File: config.mk
export PLATFORM = sky130hd
export DESIGN_NAME = mem_access_ctrl
export DESIGN_NICKNAME = d
export VERILOG_FILES = /design/src/rtl/mem_access_ctrl_pkg.sv /design/src/rtl/mem_access_ctrl_timeout_cnt.sv /design/src/rtl/mem_access_ctrl.sv
export SDC_FILE = /design/constraint.sdc
export NUM_CORES = 1
export LEC_CHECK = 0
export BUFFER_PORTS_ARGS = -buffer_cell sky130_fd_sc_hd__buf_2
export CAP_MARGIN = 30
export CORE_MARGIN = 5
export CORE_UTILIZATION = 40
export DETAILED_ROUTE_END_ITERATION = 8
export GPL_ROUTABILITY_DRIVEN = 0
export GPL_TIMING_DRIVEN = 0
export PLACE_DENSITY = 0.85
export SYNTH_ARGS = -nofsm -noshare
export SYNTH_HDL_FRONTEND = slang
export SYNTH_SLANG_ARGS = --single-unit
File: constraint.sdc
create_clock -name clk_i -period 1.65 [get_ports clk_i]
set_clock_uncertainty 0.05 [all_clocks]
set_input_delay 0.33 -clock clk_i [delete_from_list [all_inputs] [get_ports clk_i]]
set_output_delay 0.33 -clock clk_i [all_outputs]
set_load 0.005 [all_outputs]
File: src/rtl/mem_access_ctrl_pkg.sv
// mem_access_ctrl_pkg: shared MEM-stage access state encoding and widths
package mem_access_ctrl_pkg;
  localparam int DATA_W_DEF = 32;
  typedef enum logic [1:0] {
    IDLE = 2'd0,
    REQ  = 2'd1,
    DONE = 2'd2
  } state_e;
endpackage

File: src/rtl/mem_access_ctrl_timeout_cnt.sv
// mem_timeout_cnt: cycle counter flagging expiry when it reaches TIMEOUT-1
module mem_timeout_cnt #(
  parameter int CNT_W   = 8,
  parameter int TIMEOUT = 255
) (
  input  logic clk_i,
  input  logic rst_i,
  input  logic clr_i,
  input  logic en_i,
  output logic expire_o
);
  logic [CNT_W-1:0] cnt_q, cnt_d;
  always_comb cnt_d = clr_i ? '0 : en_i ? cnt_q + 1'b1 : cnt_q;
  always_ff @(posedge clk_i) cnt_q <= rst_i ? '0 : cnt_d;
  assign expire_o = cnt_q == CNT_W'(TIMEOUT - 1);
endmodule

File: src/rtl/mem_access_ctrl.sv
// mem_access_ctrl: req/ack sequencer for MEM-stage data accesses with pipeline stall
module mem_access_ctrl
  import mem_access_ctrl_pkg::*;
#(
  parameter int DATA_W  = DATA_W_DEF,
  parameter int TIMEOUT = 255,
  parameter int CNT_W   = 8
) (
  input  logic              clk_i,
  input  logic              rst_i,
  input  logic              MemRead_i,
  input  logic              MemWrite_i,
  input  logic [DATA_W-1:0] addr_i,
  input  logic [DATA_W-1:0] wdata_i,
  output logic              mem_req_o,
  output logic              mem_we_o,
  output logic [DATA_W-1:0] mem_addr_o,
  output logic [DATA_W-1:0] mem_wdata_o,
  input  logic              mem_ack_i,
  input  logic [DATA_W-1:0] mem_rdata_i,
  output logic              stall_o,
  output logic [DATA_W-1:0] rdata_o,
  output logic              done_o,
  output logic              err_o
);
  state_e state_q, state_d;
  logic req_q, req_d, we_q, we_d, done_q, done_d, err_q, err_d, expire;
  logic [DATA_W-1:0] addr_q, addr_d, wdata_q, wdata_d, rdata_q, rdata_d;
  logic access;
  assign access = MemRead_i | MemWrite_i;
  mem_timeout_cnt #(.CNT_W(CNT_W), .TIMEOUT(TIMEOUT)) u_cnt (
    .clk_i   (clk_i),
    .rst_i   (rst_i),
    .clr_i   (state_q != REQ),
    .en_i    (state_q == REQ),
    .expire_o(expire)
  );
  always_comb begin
    state_d = state_q;
    req_d   = req_q;
    we_d    = we_q;
    addr_d  = addr_q;
    wdata_d = wdata_q;
    rdata_d = rdata_q;
    done_d  = 1'b0;
    err_d   = 1'b0;
    unique case (state_q)
      IDLE: if (access) begin
        done_d  = addr_i[1:0] != 2'b00;
        err_d   = done_d;
        state_d = done_d ? DONE : REQ;
        req_d   = !done_d;
        rdata_d = done_d ? '0 : rdata_q;
        if (!done_d) begin
          we_d    = MemWrite_i;
          addr_d  = addr_i;
          wdata_d = wdata_i;
        end
      end
      REQ: if (mem_ack_i || expire) begin
        // ack wins over an expiring counter in the same cycle
        state_d = DONE;
        req_d   = 1'b0;
        done_d  = 1'b1;
        err_d   = !mem_ack_i;
        rdata_d = (mem_ack_i && !we_q) ? mem_rdata_i : '0;
      end
      default: state_d = IDLE;
    endcase
  end
  always_ff @(posedge clk_i) begin
    if (rst_i) begin
      state_q <= IDLE;
      req_q   <= 1'b0;
      we_q    <= 1'b0;
      addr_q  <= '0;
      wdata_q <= '0;
      rdata_q <= '0;
      done_q  <= 1'b0;
      err_q   <= 1'b0;
    end else begin
      state_q <= state_d;
      req_q   <= req_d;
      we_q    <= we_d;
      addr_q  <= addr_d;
      wdata_q <= wdata_d;
      rdata_q <= rdata_d;
      done_q  <= done_d;
      err_q   <= err_d;
    end
  end
  assign stall_o     = !rst_i & (((state_q == IDLE) & access) | (state_q == REQ));
  assign mem_req_o   = req_q;
  assign mem_we_o    = we_q;
  assign mem_addr_o  = addr_q;
  assign mem_wdata_o = wdata_q;
  assign rdata_o     = rdata_q;
  assign done_o      = done_q;
  assign err_o       = err_q;
endmodule

== Word level (Yosys, flattened, before mapping) ==
Index checks and enable logic that the tools add are counted.
Widths: inputs -> output; s select.

* Bitwise gates (word level): 5
* Equality and inequality tests: 6
* Add/sub/neg operators: 1
* Muxes and demuxes: 17
* Reductions and logical operators: 14

{| class="wikitable"
|+ Operator list
! cell !! number
|-
| $mux 32 || 4
|-
| $pmux 32 s2 || 1
|-
| $add 8x1->8 const B || 1
|-
| $eq 8x8->1 const B || 1
|-
| $mux 2 || 3
|-
| $ne 2x2->1 const B || 3
|-
| $pmux 1 s2 || 3
|-
| $reduce_and 3->1 || 2
|-
| $mux 1 || 5
|-
| $logic_not 1->1 || 4
|-
| $pmux 2 s2 || 1
|-
| $reduce_and 4->1 || 1
|-
| $reduce_bool 2->1 || 2
|-
| $and 1x1->1 || 2
|-
| $eq 2x1->1 const B || 1
|-
| $logic_not 2->1 || 1
|-
| $ne 2x1->1 const B || 1
|-
| $or 1x1->1 || 2
|-
| $reduce_and 2->1 || 1
|-
| $reduce_or 2->1 || 1
|-
| $logic_and 1x1->1 || 1
|-
| $logic_or 1x1->1 || 1
|-
| $not 1->1 || 1
|}

* Output and inout bits: 101
* Input port bits: 101
* Word-level logic and storage cells: 52
* Register bits: 110

== Longest topological paths before layout ==
Gate-level depths: netlist (run 1).

* Word-level depth: 5
* Depth in mapped cells: 7
* Gate-level depth less buffers: 6

== By module ==
Synthesis (run 1) repeated with hierarchy kept, for this count alone.

* Cells, all modules: 422
* Area, all modules: 4581.9 um^2

{| class="wikitable"
|+ Modules (own cells, without submodules)
! module !! area an instance (um^2) !! instances !! sequential area each (um^2) !! cells an instance
|-
| mem_access_ctrl || 4214.0 || 1 || 2042.0 || 380
|-
| mem_timeout_cnt || 367.9 || 1 || 160.2 || 42
|}

== Worst setup path after synthesis (run 1) ==
Ideal clock, no wire load.

* Kind: input to register
* Start: input rst_i
* End: register rdata_q[10] (netlist: rdata_o[10])
* Buffers on the path: 3
* Cell stages on the path: 6
* Arrival: 1.551 ns
* Library setup time: 0.059 ns
* Slack: -0.010 ns
* Cells stage by stage: buf_2 -> or3b_1 -> buf_6 -> nor3b_4 -> buf_6 -> a22o_1

{| class="wikitable"
|+ RTL lines
! item !! line !! source
|-
| from (decl) || mem_access_ctrl.sv:10 || <nowiki>input logic rst_i,</nowiki>
|-
| to (signal assigned) || mem_access_ctrl.sv:87 || <nowiki>rdata_q <= rdata_d;</nowiki>
|-
| to (decl) || mem_access_ctrl.sv:28 || <nowiki>logic [DATA_W-1:0] addr_q, addr_d, wdata_q, wdata_d, rdata_q, rdata_d;</nowiki>
|}

== Worst setup path after layout (run 1) ==
* Start: register state_q[1]
* End: register rdata_q[20] (netlist: rdata_o[20])

* Word-level cells in the longest chain between the ends: 3

{| class="wikitable"
|+ Ends and longest elaborated chain
! item !! line !! source
|-
| from (decl) || mem_access_ctrl.sv:26 || <nowiki>state_e state_q, state_d;</nowiki>
|-
| from (signal assigned) || mem_access_ctrl.sv:82 || <nowiki>state_q <= state_d;</nowiki>
|-
| $eq 2x1->1 or $logic_not 2->1 (tied branches) || mem_access_ctrl.sv:47 || <nowiki>unique case (state_q)</nowiki>
|-
| $ne 2x2->1 (no source line) or $reduce_bool 2->1 (tied branches) || -- ||
|-
| $reduce_and 4->1 (no source line) || -- ||
|}

Several ways; a longest one is shown, not always the timed one.
A chain may end at the register's enable or synchronous reset.

==> summary.md, run 1 <==
| Metric | Value |
|---|---|
| Top Ports | 202 |
| Nets | roughly 750 |
| Global route total overflow | 0 |
| Overall power | 5.11 mW |
| Post-synth ARST share | 0% |
| Initial antenna violation count | 0 |
| Worst setup margin | -0.0000981 ns |
| Synth top area share | 57.9% |
| Worst reg2reg path depth | 5 |
| Tot GR Track Use | 18.7% |
| Share of cells above drive strength 1 | 41.8% |
| Top cells by count, synth | nand2_1, dfxtp_1, a21oi_1 |
| WL per Instance | 14.9 um |
| Final Cell Area | 5490 um2 |
| Hold Crit Depth | 2 |
| Syn nets | 520 |
| Sink Count | 110 |
| Port Buffers | 200 |
| Root buf cell | clkbuf_8 |
| Crit path largest cell delay | around 0.55 ns |
| Sequence of cells on the critical path | or4_4 > a31oi_4 > buf_12 > clkbuf_16 > a22o_1 |
| 1st-iter DRT viols | 164 |
| Die Ht | 108 um |
| CP max stage cell | or4_4 |
| Area delta synth->final | 44.3% |
| Mux cell area share after synthesis | 0% |
| Via Count | 3799 |
| Crit end category | flop |
| Synth Area in XOR/XNOR | 1.15% |
| Tcrit/Tclk final | 100% |
| CP required | 1.91 ns |
| Startpoint Class | flop |
| Worst hold path type | in2reg |
| Critical path peak fanout | 8 |
| Critical path buffers and inverters | 2 |
| CP top delay family | simple AND/OR/NAND/NOR gates |
| Most common cell in the netlist | nand2_1 |
| ANT nets after route | 0 |
| Dpl cell area | 4970 um2 |
| Clock-pin slew on the worst setup and hold paths | ~0.12 ns |
| RSZ-0062 raised after global routing | true |
| P per Cell Area | 932 nW/um2 |
| Clk_lat worst skew | ~0.35 ns |
| Status | finished with violations |
| CTS H-tree depth | 3 |
| Violated checks | setup timing |
| Fin. Hold Viols | 0 |
| CTS tree | yes |
| Synth Warn # | 0 |
| Cell area after synthesis | about 3800 um2 |
| Seq/Total Area, Yosys | 57.9% |
| Max-Cap Viols | 0 |
| Via density | 4.88 |
| Post-synth EDFFs | 0 |
| #FFs+latches synth | 110 |
| Drt drc | 0 |
| Synth unique cells | 29 |
| Post-synthesis compound-gate area fraction | around 17% |
| Synthesized instance count | about 420 |
| Slew Limit Fails | 0 |
| Worst EP arrival | 1.91 ns |
| Die ar. | between 10000 and 15000 um2 |
| Fmax achieved | 606 MHz |
| Num CTS Buffers | 9 |
| Levels on crit path | 5 |
| Adder-cell share of the synthesized area | 0.658% |
| Core footprint | approximately 9200 um2 |
| Cell Rows | 35 |
| Rel. slew slack | a little under two thirds |
| Worst slew pin tran | 0.544 ns |
| Syn Area/Cell | 9.12 um2 |
| Largest area contributor in the netlist | dfxtp_1 |
| # diodes | 0 |
| Simple-Gate Fraction of Synth Area | between 10% and 20% |
| Largest family of logic cells by synthesized area | simple AND/OR/NAND/NOR gates |
| Total Wirelength | 11600 um |
| Final setup viols | 1 |
| Largest net degree at the start of global routing | 21 |
| DRT Pass-1 Iters | 4 |
| Global-route wire length before repair | 17500 um |
| Number of global-route vias before repair | 3825 |
| Post-synth top flop | dfxtp_1 |
| Starting density of the core | 41.2% |
| Leakage power | ~2.5 nW |
| VDD IR max | 427 uV |
| Min Tclk post-route | 1.65 ns |
| Setup CP Type | reg2reg |
| Hold WS | 0.122 ns |
| Top post-synthesis cells by area | dfxtp_1, nand2_1, a21oi_1 |
| HPWL Detailed | 8490 um |
| CTS max path bufs | 2 |
| Die Wd | between 100 and 150 um |
==> state kept, by name (all words and copies together) (netlist names), 2 cells and up <==
register / flops
mem_wdata_o: 32
rdata_o: 32
u_cnt.cnt_q: 8
state_q: 2
mem_addr_o: 32
==> layout make-up <==
class	instances	area, um2
Buffer	29	229
Clock buffer	9	124
Clock inverter	7	88.8
Fill cell	830	3750
Inverter	3	11.3
Multi-Input combinational cell	273	1460
Sequential cell	110	2220
Tap cell	129	161
Timing Repair Buffer	218	1190
==> placed cells by master (no fill, tap or decap), types with 3 or more instances in the layout <==
master and instances:
clkbuf_8 9, inv_8 3, buf_8 6, buf_4 15, buf_2 207, xnor2_1 4, dfxtp_4 3, dfxtp_1 104
a21oi_1 64, buf_6 7, nor2_1 16, nor3_1 5, dfxtp_2 3, clkbuf_1 8, a22o_1 32, nand2_1 126
==> worst reg2reg max path, delay by kind of cell, from the launching register on <==
family,cells,cell delay (ns)
AOI/OAI and AO/OA,2,0.29
buffers and inverters,2,0.32
and+or+nand+nor,1,0.56
DFF,1,0.39
==> path summary, 6_finish.rpt <==
check / startpoint / endpoint / slack [ns]
setup / recovery: state_q[1] / rdata_o[20] / -0.0001
hold / removal: mem_rdata_i[4] / rdata_o[4] / 0.12
setup reg to reg: state_q[1] / rdata_o[20] / -0.0001
hold reg to reg: mem_addr_o[2] / mem_addr_o[2] / 0.41
==> stage by stage <==
| step | utilization [%] | cells | setup slack (ns) | setup TNS, ns |
|---|---|---|---|---|
| 2_1_floorplan | - | 417 | 0.00629 | 0 |
| 3_3_place_gp | 53.8 | 746 | -0.273 | -19.90 |
| 3_5_place_dp | 53.8 | 746 | -0.310 | -21.69 |
| 4_1_cts | 57.3 | 768 | -0.0199 | -0.138 |
| 5_1_grt | 59.4 | 778 | -0.0859 | -1.32 |
| 6_report | 59.4 | 778 | -0.0000981 | -0.0000981 |
==> cell families (layout without fill, tap and decap cells) <==
family	Yosys count	after routing
adders and majority gates	2	2
buffers and inverters	34	266
and+or+nand+nor	163	163
xor gates and xnor gates	5	5
DFF	110	110
AOI/OAI and AO/OA	103	103
==> timing repair <==
item | CTS | global route
hold buffers | 0 | 0
setup buffers | 6 | 7
endpoints found under the setup margin | 90 | 92
pin swaps | 5 | 8
gates resized for setup | 19 | 28
gates cloned | 2 | 3
==> power by group <==
group	switching, mW	internal (mW)	leakage (nW)	total (mW)
registers	0.0479	2.74	0.896	2.79
clock network	0.966	0.743	0.106	1.71
logic	0.303	0.312	1.54	0.615
total	1.32	3.80	2.54	5.11
==> per-layer routing <==
layer  vias to the layer above  GRT usage [%]  share of wire (%)
li1                       1856              -                  -
met1                      1767           20.8                 40
met2                       156           34.4                 51
met4                         0           6.85                1.7
met3                        20           4.32                7.2
met5                         -              0                  0
Power figures use the tool's default switching activity.
==> run 2: changes to the inputs <==
--- a/config.mk
+++ b/config.mk
@@ -8,11 +8,13 @@
 export BUFFER_PORTS_ARGS = -buffer_cell sky130_fd_sc_hd__buf_2
 export CAP_MARGIN = 30
 export CORE_MARGIN = 5
-export CORE_UTILIZATION = 40
+export CORE_UTILIZATION = 43
 export DETAILED_ROUTE_END_ITERATION = 8
 export GPL_ROUTABILITY_DRIVEN = 0
 export GPL_TIMING_DRIVEN = 0
-export PLACE_DENSITY = 0.85
+export MAX_ROUTING_LAYER = met4
+export PLACE_DENSITY = 0.87
 export SYNTH_ARGS = -nofsm -noshare
 export SYNTH_HDL_FRONTEND = slang
+export SYNTH_HIERARCHICAL = 1
 export SYNTH_SLANG_ARGS = --single-unit
==> run 2 against run 1 <==
Effect of this change:
- the flow still finishes with violations (setup timing)
- sequential power is essentially flat
- global-route usage about the same
- non-clock buffer count is 15 lower
- via count down 1.1%
- cell count is 0.26% lower
- sequential share of layout area decreased by 3.8 points
- critical path depth is 4 higher
- power fell by 3.7%
- maximum frequency is 1.5% lower
- clock power is 14% lower
- highest routed layer unchanged
==> summary.md, run 2 <==
| Metric | Value |
|---|---|
| Status | finished with violations |
| Violated checks | setup timing |
| Most common cell after layout, fill and taps aside | buf_2 |
| Post-synth EDFFs | 0 (unchanged) |
| Syn nets | 525 (+0.96%) |
| Grt peak-use layer | met2 |
| Post-synth top flop | dfxtp_1 |
| Filler cell count | 868 (+4.6%) |
| Syn Area/Cell | 10.9 um2 (+19%) |
| Drt drc | 0 (unchanged) |
| GR Util met3 | 5.45% (+1.1 points) |
| Met1 Usage GRT | 21.8% (+0.99 points) |
| Share of cells above drive strength 1 | 43.0% (+1.3 points) |
| Min Tclk post-route | 1.68 ns (+0.0253 ns) |
| Post-synth ARST share | 0% (unchanged) |
| Layout Utilization | 58.2% (-1.2 points) |
| Reg2Reg Setup Slack | -0.03 ns (-0.03 ns) |
| Hold Crit Depth | 2 (unchanged) |
| CTS H-tree depth | 3 (unchanged) |
| Initial antenna violation count | 1 (+1) |
| Worst min-delay path startpoint | mem_rdata_i[13] |
| HPWL Detailed | 9110 um (+7.4%) |
| Area delta synth->final | 31.6% |
| CTS tree | yes |
| Hold buffer count at cts | 0 (unchanged) |
| Non-Filler Instances | 776 (-0.26%) |
| Fin. Hold Viols | 0 (unchanged) |
| Largest net degree at the start of global routing | 20 (-4.8%) |
| Placed Instances | 759 (+1.7%) |
| DP Worst Slack | -0.532 ns (-0.222 ns) |
| Most frequent cells in the layout | buf_2, nand2b_1, dfxtp_1 |
| Worst setup margin | -0.0254 ns (-0.0253 ns) |
| Final Cell Area | 6030 um2 (+9.9%) |
| Number of global-route vias before repair | 3963 (+3.6%) |
| DRT Pass-1 Iters | 4 (unchanged) |
| FF-to-FF End | rdata_o[14] |
| Synthesized instance count | 422 (+1.2%) |
| Final setup viols | 29 (+28) |
| Synth unique cells | 38 (+31%) |
| Clock-pin slew on the worst setup and hold paths | 0.10 ns (-0.02 ns) |
| Num CTS Buffers | 9 (unchanged) |
| WL per Instance | 15.1 um (+1.3%) |
| Port Buffers | 201 (+0.50%) |
| RSZ-0062 raised after global routing | true |
| Hold path endpoint | rdata_o[13] |
| Via density | 4.84 (-0.80%) |
| Top post-synthesis cells by area | dfxtp_1, nand2b_1, mux2i_1 |
| Crit end category | flop |
| Global-route wire length before repair | 19200 um (+9.5%) |
| Sink Count | 110 (unchanged) |
| Die Ht | 113 um (+5.3%) |
| Top Ports | 202 (unchanged) |
| Worst reg2reg path depth | 9 (+4) |
| Top cells by count, synth | nand2b_1, dfxtp_1, mux2i_1 |
| Critical path peak fanout | 10 (+2) |
| CP required | 1.91 ns (about the same) |
| Area taken by multi-input logic gates | 2170 um2 (+49%) |
| VDD IR max | 503 uV (+18%) |
| Tcrit/Tclk final | 102% (+1.5 points) |
| Nets | 737 (-1.3%) |
| Setup_tns | -0.325 ns (-0.325 ns) |
| Root buf cell | clkbuf_8 |
| Slew Limit Fails | 0 (unchanged) |
| Synth Warn # | 6 (+6) |
| Max-Cap Viols | 0 (unchanged) |
| Routing usage on met2 | 31.7% (-2.7 points) |
| Die ar. | 12800 um2 (+11%) |
| Largest area contributor in the netlist | dfxtp_1 |
| CP max stage cell | dfxtp_4 |
| ANT nets after route | 0 (unchanged) |
| Tot GR Track Use | 18.7% (+0.034 points) |
| Cell area after synthesis | 4580 um2 (+21%) |
| Worst hold path type | in2reg |
| Total Wirelength | 11700 um (+1.0%) |
| Starting density of the core | 44.2% (+3.0 points) |
| Cell Rows | 37 (+5.7%) |
| Via Count | 3759 (-1.1%) |
| Seq. cell area | 2210 um2 (-0.34%) |
| CTS max path bufs | 2 (unchanged) |
| Dpl cell area | 5790 um2 (+16%) |
| Leakage power | 2.71 nW (+6.5%) |
| Synth top area share | 48.1% (-9.9 points) |
| 1st-iter DRT viols | 144 (-12%) |
| Setup CP Type | reg2reg |
| Die Wd | 113 um (+5.3%) |
| Sequence of cells on the critical path | inv_2 > ha_4 > nand3_4 > nor2_4 > or2_4 > a221oi_4 > buf_6 > buf_8 > a22o_1 |
| P per Cell Area | 816 nW/um2 (-12%) |
| Critical R2R Launch | u_cnt/cnt_q[0] |
| Crit path largest cell delay | 0.36 ns (-0.19 ns) |
| Worst EP arrival | 1.93 ns (+0.02 ns) |
| Most common cell in the netlist | nand2b_1 |
| Rel. slew slack | 69.8% (+6.0 points) |
| #FFs+latches synth | 110 (unchanged) |
| Fmax achieved | 597 MHz (-1.5%) |
| Global route total overflow | 0 (unchanged) |
| Startpoint Class | flop |
| Worst slew pin tran | 0.450 ns (-0.0941 ns) |
| Seq/Total Area, Yosys | 48.1% (-9.9 points) |
| Core footprint | 10400 um2 (+12%) |
| Clk_lat worst skew | 0.36 ns (about the same) |
[run 2: cell type report]
class | instances | share of cell area [%]
flip-flops and latches | 110 | 36.6
multi-input cells | 278 | 36.0
repair buffers | 203 | 17.0
plain buffers | 29 | 4.48
well taps | 136 | 2.82
clock buffers | 9 | 2.05
clock inverters | 7 | 0.788
inverters | 3 | 0.187
diodes | 1 | 0.0415
[run 2: worst max-delay path by stage]
| stage | from | endpoint | slack, ns | cells after the start |
|---|---|---|---|---|
| 6_report | u_cnt/cnt_q[0] | rdata_o[14] | -0.03 | 9 |
| 3_5_place_dp | rst_i | stall_o | -0.53 | 6 |
| 4_1_cts | u_cnt/cnt_q[0] | rdata_o[30] | -0.02 | 9 |
| 3_3_place_gp | rst_i | stall_o | -0.49 | 6 |
| 2_1_floorplan | u_cnt/cnt_q[0] | rdata_o[11] | -0.004 | 8 |
| 5_1_grt | u_cnt/cnt_q[0] | rdata_o[11] | -0.09 | 9 |
[run 2: worst max-delay path: cells and delay by family (launching register included)]
| kind | cells | cell delay [ns] |
|---|---|---|
| AND/OR/NAND/NOR | 3 | 0.36 |
| flip-flops | 1 | 0.36 |
| buffers and inverters | 3 | 0.34 |
| adder cells (fa/ha/maj) | 1 | 0.15 |
| AO/OA/AOI/OAI | 2 | 0.36 |
[run 2: power by group]
group          internal [mW]  leakage (nW)  switching (mW)
clock                  0.553        0.0858           0.913
combinational          0.367          1.73           0.299
sequential              2.74         0.894          0.0484
total                   3.66          2.71            1.26
[run 2: what timing repair did]
action	4_1_cts	5_1_grt
cloned	0	0
pin swaps	1	0
gates resized for setup	7	11
setup buffers	2	0
setup endpoints to repair	36	35
[run 2: per-stage QoR]
step	hold slack (ns)	power, mW
2_1_floorplan	0.405	3.21
3_3_place_gp	0.406	3.48
3_5_place_dp	0.412	3.51
4_1_cts	0.107	4.99
5_1_grt	0.107	5.18
6_report	0.129	4.92
[run 2: layer usage]
layer	wire, um	part of all wire, %	vias up
met5	0	0	-
met4	78	0.67	0
met3	1040	8.9	6
met2	5760	49	151
met1	4820	41	1744
li1	-	-	1858
[run 2: kinds of logic after synthesis]
| kind of cell | share of synthesized area, % |
|---|---|
| XOR/XNOR | 0.765 |
| AND/OR/NAND/NOR | 22.0 |
| flip-flops | 48.1 |
| buffers and inverters | 5.68 |
| AO/OA/AOI/OAI | 9.37 |
| adder cells (fa/ha/maj) | 0.546 |
| multiplexers | 13.5 |
